==> src/rtl/cpu_fetch_unit_pkg.sv <==
// Shared definitions for the instruction-fetch front end: FSM state encoding
// and default values for the no-op instruction and the sequential PC step.
package cpu_fetch_unit_pkg;

  typedef enum logic [1:0] {
    ST_IDLE    = 2'd0,
    ST_REQ     = 2'd1,
    ST_DISCARD = 2'd2
  } fetch_state_t;

  localparam logic [15:0] NOP_INSTR_DEFAULT = 16'h6000;
  localparam int          PC_STEP_DEFAULT   = 2;

endpackage

==> src/rtl/cpu_fetch_fifo.sv <==
// Synchronous prefetch FIFO with flush; the head word is held in an output
// register that already reflects this cycle's push/pop, so it is valid with count.
module cpu_fetch_fifo
  import cpu_fetch_unit_pkg::*;
#(
  parameter  int W     = 32,
  parameter  int DEPTH = 4,
  localparam int AW    = $clog2(DEPTH),
  localparam int CW    = AW + 1
) (
  input  logic          clk,
  input  logic          rst,
  input  logic          push,
  input  logic          pop,
  input  logic          flush,
  input  logic [W-1:0]  wr_data,
  output logic [W-1:0]  rd_data,
  output logic          full,
  output logic          empty,
  output logic [CW-1:0] count
);

  localparam logic [CW-1:0] DEPTH_C = CW'(DEPTH);

  logic [W-1:0]  mem [DEPTH];
  logic [AW-1:0] rd_ptr, wr_ptr, rd_ptr_after;
  logic [CW-1:0] count_after_pop;
  logic          do_push, do_pop;

  assign empty           = (count == '0);
  assign full            = (count == DEPTH_C);
  assign do_pop          = pop && !empty;
  assign do_push         = push && (!full || do_pop);
  assign rd_ptr_after    = rd_ptr + AW'(do_pop);
  assign count_after_pop = count - CW'(do_pop);

  always_ff @(posedge clk) begin
    if (do_push) mem[wr_ptr] <= wr_data;
  end

  always_ff @(posedge clk or posedge rst) begin
    if (rst) begin
      rd_ptr  <= '0;
      wr_ptr  <= '0;
      count   <= '0;
      rd_data <= '0;
    end else if (flush) begin
      rd_ptr <= '0;
      wr_ptr <= '0;
      count  <= '0;
    end else begin
      if (do_push) wr_ptr <= wr_ptr + AW'(1);
      rd_ptr <= rd_ptr_after;
      count  <= count_after_pop + CW'(do_push);
      // A word pushed into a FIFO that is empty after this pop becomes the new head
      if (do_push && count_after_pop == '0) rd_data <= wr_data;
      else                                  rd_data <= mem[rd_ptr_after];
    end
  end

endmodule

==> src/rtl/cpu_fetch_unit.sv <==
// Instruction-fetch front end: single-outstanding stb/ack fetch FSM, prefetch FIFO,
// redirect with flush/discard. Optional combinational bypass under FETCH_BYPASS_EN.
module cpu_fetch_unit
  import cpu_fetch_unit_pkg::*;
#(
  parameter int                 ADDR_W    = 16,
  parameter int                 INSTR_W   = 16,
  parameter int                 DEPTH     = 4,
  parameter int                 PC_STEP   = PC_STEP_DEFAULT,
  parameter logic [ADDR_W-1:0]  RESET_PC  = '0,
  parameter logic [INSTR_W-1:0] NOP_INSTR = INSTR_W'(NOP_INSTR_DEFAULT)
) (
  input  logic               sys_clk,
  input  logic               sys_rst,
  input  logic [INSTR_W-1:0] instr_data_i,
  input  logic               instr_ack_i,
  output logic [ADDR_W-1:0]  instr_addr_o,
  output logic               instr_stb_o,
  output logic               instr_we_o,
  input  logic               redirect_i,
  input  logic [ADDR_W-1:0]  redirect_pc_i,
  input  logic               dec_ready_i,
  output logic               dec_valid_o,
  output logic [INSTR_W-1:0] dec_instr_o,
  output logic [ADDR_W-1:0]  dec_pc_o
);

  localparam int            CW      = $clog2(DEPTH) + 1;
  localparam logic [CW-1:0] DEPTH_C = CW'(DEPTH);

  fetch_state_t                state;
  logic                        stb_reg;
  logic [ADDR_W-1:0]           fetch_pc, addr_reg, pc_inc;
  logic [ADDR_W+INSTR_W-1:0]   head;
  logic [CW-1:0]               fifo_count, count_next;
  logic                        fifo_full, fifo_empty, fifo_valid;
  logic                        ack_req, bypass_hit, push, pop, slot_free_after;

  assign fifo_valid = !fifo_empty;
  assign ack_req    = (state == ST_REQ) && instr_ack_i;

`ifdef FETCH_BYPASS_EN
  assign bypass_hit = ack_req && !redirect_i && fifo_empty;
`else
  assign bypass_hit = 1'b0;
`endif

  // Redirect wins over both ends of the FIFO; a bypassed word taken by decode is never stored
  assign pop             = fifo_valid && dec_ready_i && !redirect_i;
  assign push            = ack_req && !redirect_i && !(bypass_hit && dec_ready_i);
  assign count_next      = fifo_count + CW'(push) - CW'(pop);
  assign slot_free_after = (count_next < DEPTH_C);
  assign pc_inc          = fetch_pc + ADDR_W'(PC_STEP);

  assign instr_addr_o = addr_reg;
  assign instr_stb_o  = stb_reg;
  assign instr_we_o   = 1'b0;
  assign dec_valid_o  = fifo_valid || bypass_hit;
  assign dec_instr_o  = bypass_hit ? instr_data_i :
                        fifo_valid ? head[ADDR_W +: INSTR_W] : NOP_INSTR;
  assign dec_pc_o     = bypass_hit ? fetch_pc :
                        fifo_valid ? head[ADDR_W-1:0] : '0;

  cpu_fetch_fifo #(
    .W     (ADDR_W + INSTR_W),
    .DEPTH (DEPTH)
  ) u_fifo (
    .clk     (sys_clk),
    .rst     (sys_rst),
    .push    (push),
    .pop     (pop),
    .flush   (redirect_i),
    .wr_data ({instr_data_i, fetch_pc}),
    .rd_data (head),
    .full    (fifo_full),
    .empty   (fifo_empty),
    .count   (fifo_count)
  );

  always_ff @(posedge sys_clk or posedge sys_rst) begin
    if (sys_rst) begin
      state    <= ST_IDLE;
      stb_reg  <= 1'b0;
      fetch_pc <= RESET_PC;
      addr_reg <= RESET_PC;
    end else if (redirect_i) begin
      fetch_pc <= redirect_pc_i;
      stb_reg  <= 1'b1;
      // An unacknowledged request must complete at its old address before the target is issued
      if (state != ST_IDLE && !instr_ack_i) begin
        state <= ST_DISCARD;
      end else begin
        state    <= ST_REQ;
        addr_reg <= redirect_pc_i;
      end
    end else begin
      case (state)
        ST_IDLE: begin
          if (!fifo_full || pop) begin
            state   <= ST_REQ;
            stb_reg <= 1'b1;
          end
        end
        ST_REQ: begin
          if (instr_ack_i) begin
            fetch_pc <= pc_inc;
            addr_reg <= pc_inc;
            if (!slot_free_after) begin
              state   <= ST_IDLE;
              stb_reg <= 1'b0;
            end
          end
        end
        ST_DISCARD: begin
          if (instr_ack_i) begin
            state    <= ST_REQ;
            addr_reg <= fetch_pc;
          end
        end
        default: begin
          state   <= ST_IDLE;
          stb_reg <= 1'b0;
        end
      endcase
    end
  end

endmodule
==> config.mk <==
export PLATFORM = sky130hd
export DESIGN_NAME = cpu_fetch_unit
export DESIGN_NICKNAME = d
export VERILOG_FILES = /design/src/rtl/cpu_fetch_unit_pkg.sv /design/src/rtl/cpu_fetch_fifo.sv /design/src/rtl/cpu_fetch_unit.sv
export SDC_FILE = /design/constraint.sdc
export NUM_CORES = 1
export LEC_CHECK = 0
export CAP_MARGIN = 0
export CORE_UTILIZATION = 60
export DETAILED_ROUTE_END_ITERATION = 8
export HOLD_SLACK_MARGIN = 0.05
export MAX_ROUTING_LAYER = met4
export PLACE_DENSITY = 0.83
export SYNTH_ARGS = -nofsm -noshare
export SYNTH_HDL_FRONTEND = slang
export SYNTH_SLANG_ARGS = --single-unit
==> constraint.sdc <==
create_clock -name sys_clk -period 5.5 [get_ports sys_clk]
set_input_delay 1.1 -clock sys_clk [delete_from_list [all_inputs] [get_ports sys_clk]]
set_output_delay 1.1 -clock sys_clk [all_outputs]
set_load 0.005 [all_outputs]
==> run summary <==
After clock tree synthesis, the repair step resized 0 gates. For the worst-case headroom to the max-slew limit, the log shows 33.9%. The worst-path maximum fanout is 31, and the overall track demand over capacity in global routing is 26.6%.

Dividing total power by cell area gives a power density of 438 nW/µm². Setup violations remaining at the end of the flow were counted as 0. The initial cell density of the core came out at 62.3%.

Counting every net in the synthesized netlist gives 667. For this design the top-level I/O count stands at 88. Summed over all cells, the static leakage comes to 3.85 nW. The worst setup path is launched from an input pin. The endpoint kind of the worst setup timing path was a flop. The largest voltage drop on the vdd net is 271 µV, and the number of buffers on the longest clock path is 3. Largest stage delay on the critical path: 0.80 ns. STA puts the critical path data required time at 5.82 ns.

Summed over all layers, the global routing overflow is 0. By startpoint and endpoint, the worst setup path is classified as in -> reg. For the worst-skew pair, the clock arrives at the later sink with an insertion delay of 0.48 ns. Slew of the pin with the lowest slew margin: 0.990 ns. The flow ran to the end, and the final reports show no timing, DRC or antenna violations. Dividing the detail-routed wire length by the instance count gives 20.7 µm. The logs give 1 for the number of levels in the clock H-tree and 43 for the floorplan row count.

Area enclosed by the die boundary: 15,100 µm². The number of synthesized register bits is 202, and the arrival time of the worst setup path is 3.94 ns. The run gives 0 as the hold violation count in the final report. Static timing analysis puts the maximum clock frequency at 277 MHz. The initial DRC count was 471. Setup repair after global routing left no endpoint under its margin.

The logs give 0 ns for the final setup TNS and 0 for the initial antenna violation count. After clock tree synthesis, the setup repair step added 0 buffers. The number of clock buffers added by TritonCTS is 20.

Slowest cell on the critical path: sky130_fd_sc_hd__and4_1. Number of maximum-capacitance constraint violations: 0. The region available for standard cell placement spans 14,000 µm². Detailed routing inserted a total of 5,415 vias. The floorplan step set the die width to 123 µm. The tools report the setup skew after layout as 0.0132 ns. Summing the sequential cell areas from Yosys gives 65.1% of the chip area. The pre-CTS setup slack was 1.45 ns. Cells with a size suffix above 1 make up 12.9% of the layout. The number of global-route vias before repair is 5,636, and the count of different cell masters after synthesis is 46. In the post-synthesis netlist, the biggest area contributors are sky130_fd_sc_hd__edfxtp_1 (44%), sky130_fd_sc_hd__dfrtp_1 (21%), sky130_fd_sc_hd__mux4_2 (8.2%). The detail route stage leaves a number of antenna-violating nets equal to 0. For this run, the leading register cell type out of synthesis is sky130_fd_sc_hd__edfxtp_1.

The root buffer cell chosen for the clock tree is sky130_fd_sc_hd__clkbuf_16. The worst path needs 3.61 ns of the cycle, external delays included. Wires add up to 18,400 µm. The area growth from synthesis to layout is 18.8%. The number of enable flip-flop cells after synthesis is 128.

The logs give 1.89 ns for the final worst slack and 0 for the final max-slew violation count. Before antenna repair, the detailed router went through 5 iterations. Using the TritonRoute via totals, the vias-per-cell ratio works out to 6.07. Of the post-synthesis cell area, the dominant cell type holds 44.0%. TritonCTS built the clock tree. The repair_antennas step left the layout with diodes totalling 0. For the largest net degree at the start of global routing, the log shows 63. The y dimension of the die works out to 123 µm.

In this run the tool buffered the top-level ports with 86 buffer cells. Averaged over all synthesized cells, the footprint is 14.1 µm². The run gives 0.897 as the global placement routability congestion. Summed over all instances, the cell type with the most area after synthesis is sky130_fd_sc_hd__edfxtp_1. The cell count after synthesis came out at 618. Clock-pin slew was measured on the worst setup and hold paths at 0.06 ns. Dividing the final minimum period by the clock period gives 65.7%. The share of synthesized flip-flops with an asynchronous set or reset is 36.6%. In this run the cell area of the synthesized design comes to 8740 µm². The tightest min-delay check is of the reg -> reg type. The net count of the finished layout is 747. Walking the worst path, the cells encountered are clkdlybuf4s50_1 -> nand3b_4 -> a311oi_4 -> and4_1 -> or2_4 -> o21ai_0. Yosys printed 0 warnings.

The number of design rule violations left after detail routing is 0, and the HPWL after detailed placement is 11,000 µm. Clock tree synthesis found a total of 202 sinks. The logs give 29,200 µm for the global-route wire length before repair and 0 for the number of buffers inserted by hold repair at cts.
cell usage after synthesis (2+ instances only):
library cell / n
sky130_fd_sc_hd__and3_1: 3
sky130_fd_sc_hd__mux2_2: 9
sky130_fd_sc_hd__o31ai_1: 4
sky130_fd_sc_hd__xor2_1: 23
sky130_fd_sc_hd__nor2b_1: 34
sky130_fd_sc_hd__o21ai_0: 45
sky130_fd_sc_hd__a21oi_1: 15
sky130_fd_sc_hd__or2_2: 2
sky130_fd_sc_hd__and2_1: 5
sky130_fd_sc_hd__xnor2_1: 9
sky130_fd_sc_hd__edfxtp_1: 128
sky130_fd_sc_hd__a21o_1: 2
sky130_fd_sc_hd__inv_1: 47
sky130_fd_sc_hd__clkbuf_1: 23
sky130_fd_sc_hd__a21boi_0: 2
sky130_fd_sc_hd__a31oi_1: 3
sky130_fd_sc_hd__ha_1: 12
sky130_fd_sc_hd__or3_1: 3
sky130_fd_sc_hd__nor4_1: 2
sky130_fd_sc_hd__nand4_1: 3
sky130_fd_sc_hd__nand3_1: 8
sky130_fd_sc_hd__mux4_2: 32
sky130_fd_sc_hd__nor2_1: 19
sky130_fd_sc_hd__buf_4: 7
sky130_fd_sc_hd__a22oi_1: 31
sky130_fd_sc_hd__nand2b_1: 2
sky130_fd_sc_hd__dfrtp_1: 74
sky130_fd_sc_hd__o21ai_1: 6
sky130_fd_sc_hd__nor3_1: 8
sky130_fd_sc_hd__mux2i_1: 7
sky130_fd_sc_hd__nand2_1: 28
sky130_fd_sc_hd__buf_2: 7
sky130_fd_sc_hd__buf_1: 2
worst max-delay path: cells and delay by family:
kind	cells	cell delay, ns
buffers and inverters	1	0.65
AO/OA/AOI/OAI	2	0.63
AND/OR/NAND/NOR	3	1.53
report_power, final:
part	switching, mW	internal [mW]	total [mW]
sequential	0.179	1.85	2.03
combinational	0.563	0.666	1.23
clock	0.534	0.751	1.29
through the flow:
stage	hold WS (ns)	utilization [%]	power [mW]	instance area, µm²	std cells
5_1_grt	0.497	74.0	4.78	10400	892
2_1_floorplan	0.473	-	2.72	8740	618
4_1_cts	0.485	74.0	4.58	10400	892
6_report	0.484	74.0	4.55	10400	892
3_5_place_dp	0.467	69.5	3.28	9750	856
3_3_place_gp	0.464	69.5	3.23	9750	856
flip-flops by register name, summed over array words and instances, names as in the netlist, 2 cells and up:
name            cells
u_fifo.mem        128
instr_addr_o       16
u_fifo.rd_ptr       2
state               2
fetch_pc           16
u_fifo.rd_data     32
u_fifo.count        3
u_fifo.wr_ptr       2
final timing paths:
kind	to	start	cells after the start	slack (ns)
setup / recovery	u_fifo.rd_data[23]	instr_ack_i	6	1.89
hold / removal	instr_addr_o[2]	instr_addr_o[2]	1	0.48
setup reg to reg	u_fifo.rd_data[23]	u_fifo.count[2]	9	2.04
hold reg to reg	instr_addr_o[2]	instr_addr_o[2]	1	0.48
max in group asynchronous	fetch_pc[0]	sys_rst	3	3.48
min in group asynchronous	u_fifo.wr_ptr[1]	sys_rst	2	1.00
layout make-up:
class / instances / area, µm²
clock inverter: 8 / 40.0
clock buffer: 28 / 592
multi-input combinational: 330 / 2720
tap: 180 / 225
inverter: 47 / 178
timing repair buffer: 97 / 938
sequential: 202 / 5700
fill: 853 / 3660
metal layers:
| metal | GRT usage [%] | vias up | share of wire (%) |
|---|---|---|---|
| li1 | - | 2405 | - |
| met1 | 34.9 | 2696 | 40 |
| met2 | 43.5 | 279 | 51 |
| met3 | 3.81 | 35 | 7.7 |
| met4 | 8.16 | 0 | 1.8 |
| met5 | - | - | 0 |
logic make-up (layout without fill, tap and decap cells):
| logic type | Yosys count | count (layout) | share of synthesized area (%) |
|---|---|---|---|
| compound gates | 115 | 115 | 8.20 |
| xor+xnor | 32 | 32 | 3.21 |
| fa+ha+maj | 12 | 12 | 1.72 |
| buf+inv | 86 | 180 | 4.09 |
| flops | 202 | 202 | 65.1 |
| mux | 48 | 48 | 10.2 |
| other cells | 1 | 1 | 0.0429 |
| simple gates | 122 | 122 | 7.41 |
layout by cell type, fill, tap and decap left out, drive strengths merged, types with 2 or more instances in the layout:
master,instances
a21boi,2
a21o,2
a21oi,15
a22oi,31
a311oi,2
a31oi,3
and2,5
and3,3
buf,12
clkbuf,28
clkdlybuf4s50,85
clkinv,8
dfrtp,74
edfxtp,128
ha,12
inv,47
mux2,9
mux2i,7
mux4,32
nand2,28
nand2b,2
nand3,8
nand4,3
nor2,19
nor2b,34
nor3,8
nor4,2
o21ai,51
o31ai,4
or2,3
or3,3
xnor2,9
xor2,23
Power figures use the tool's default switching activity.
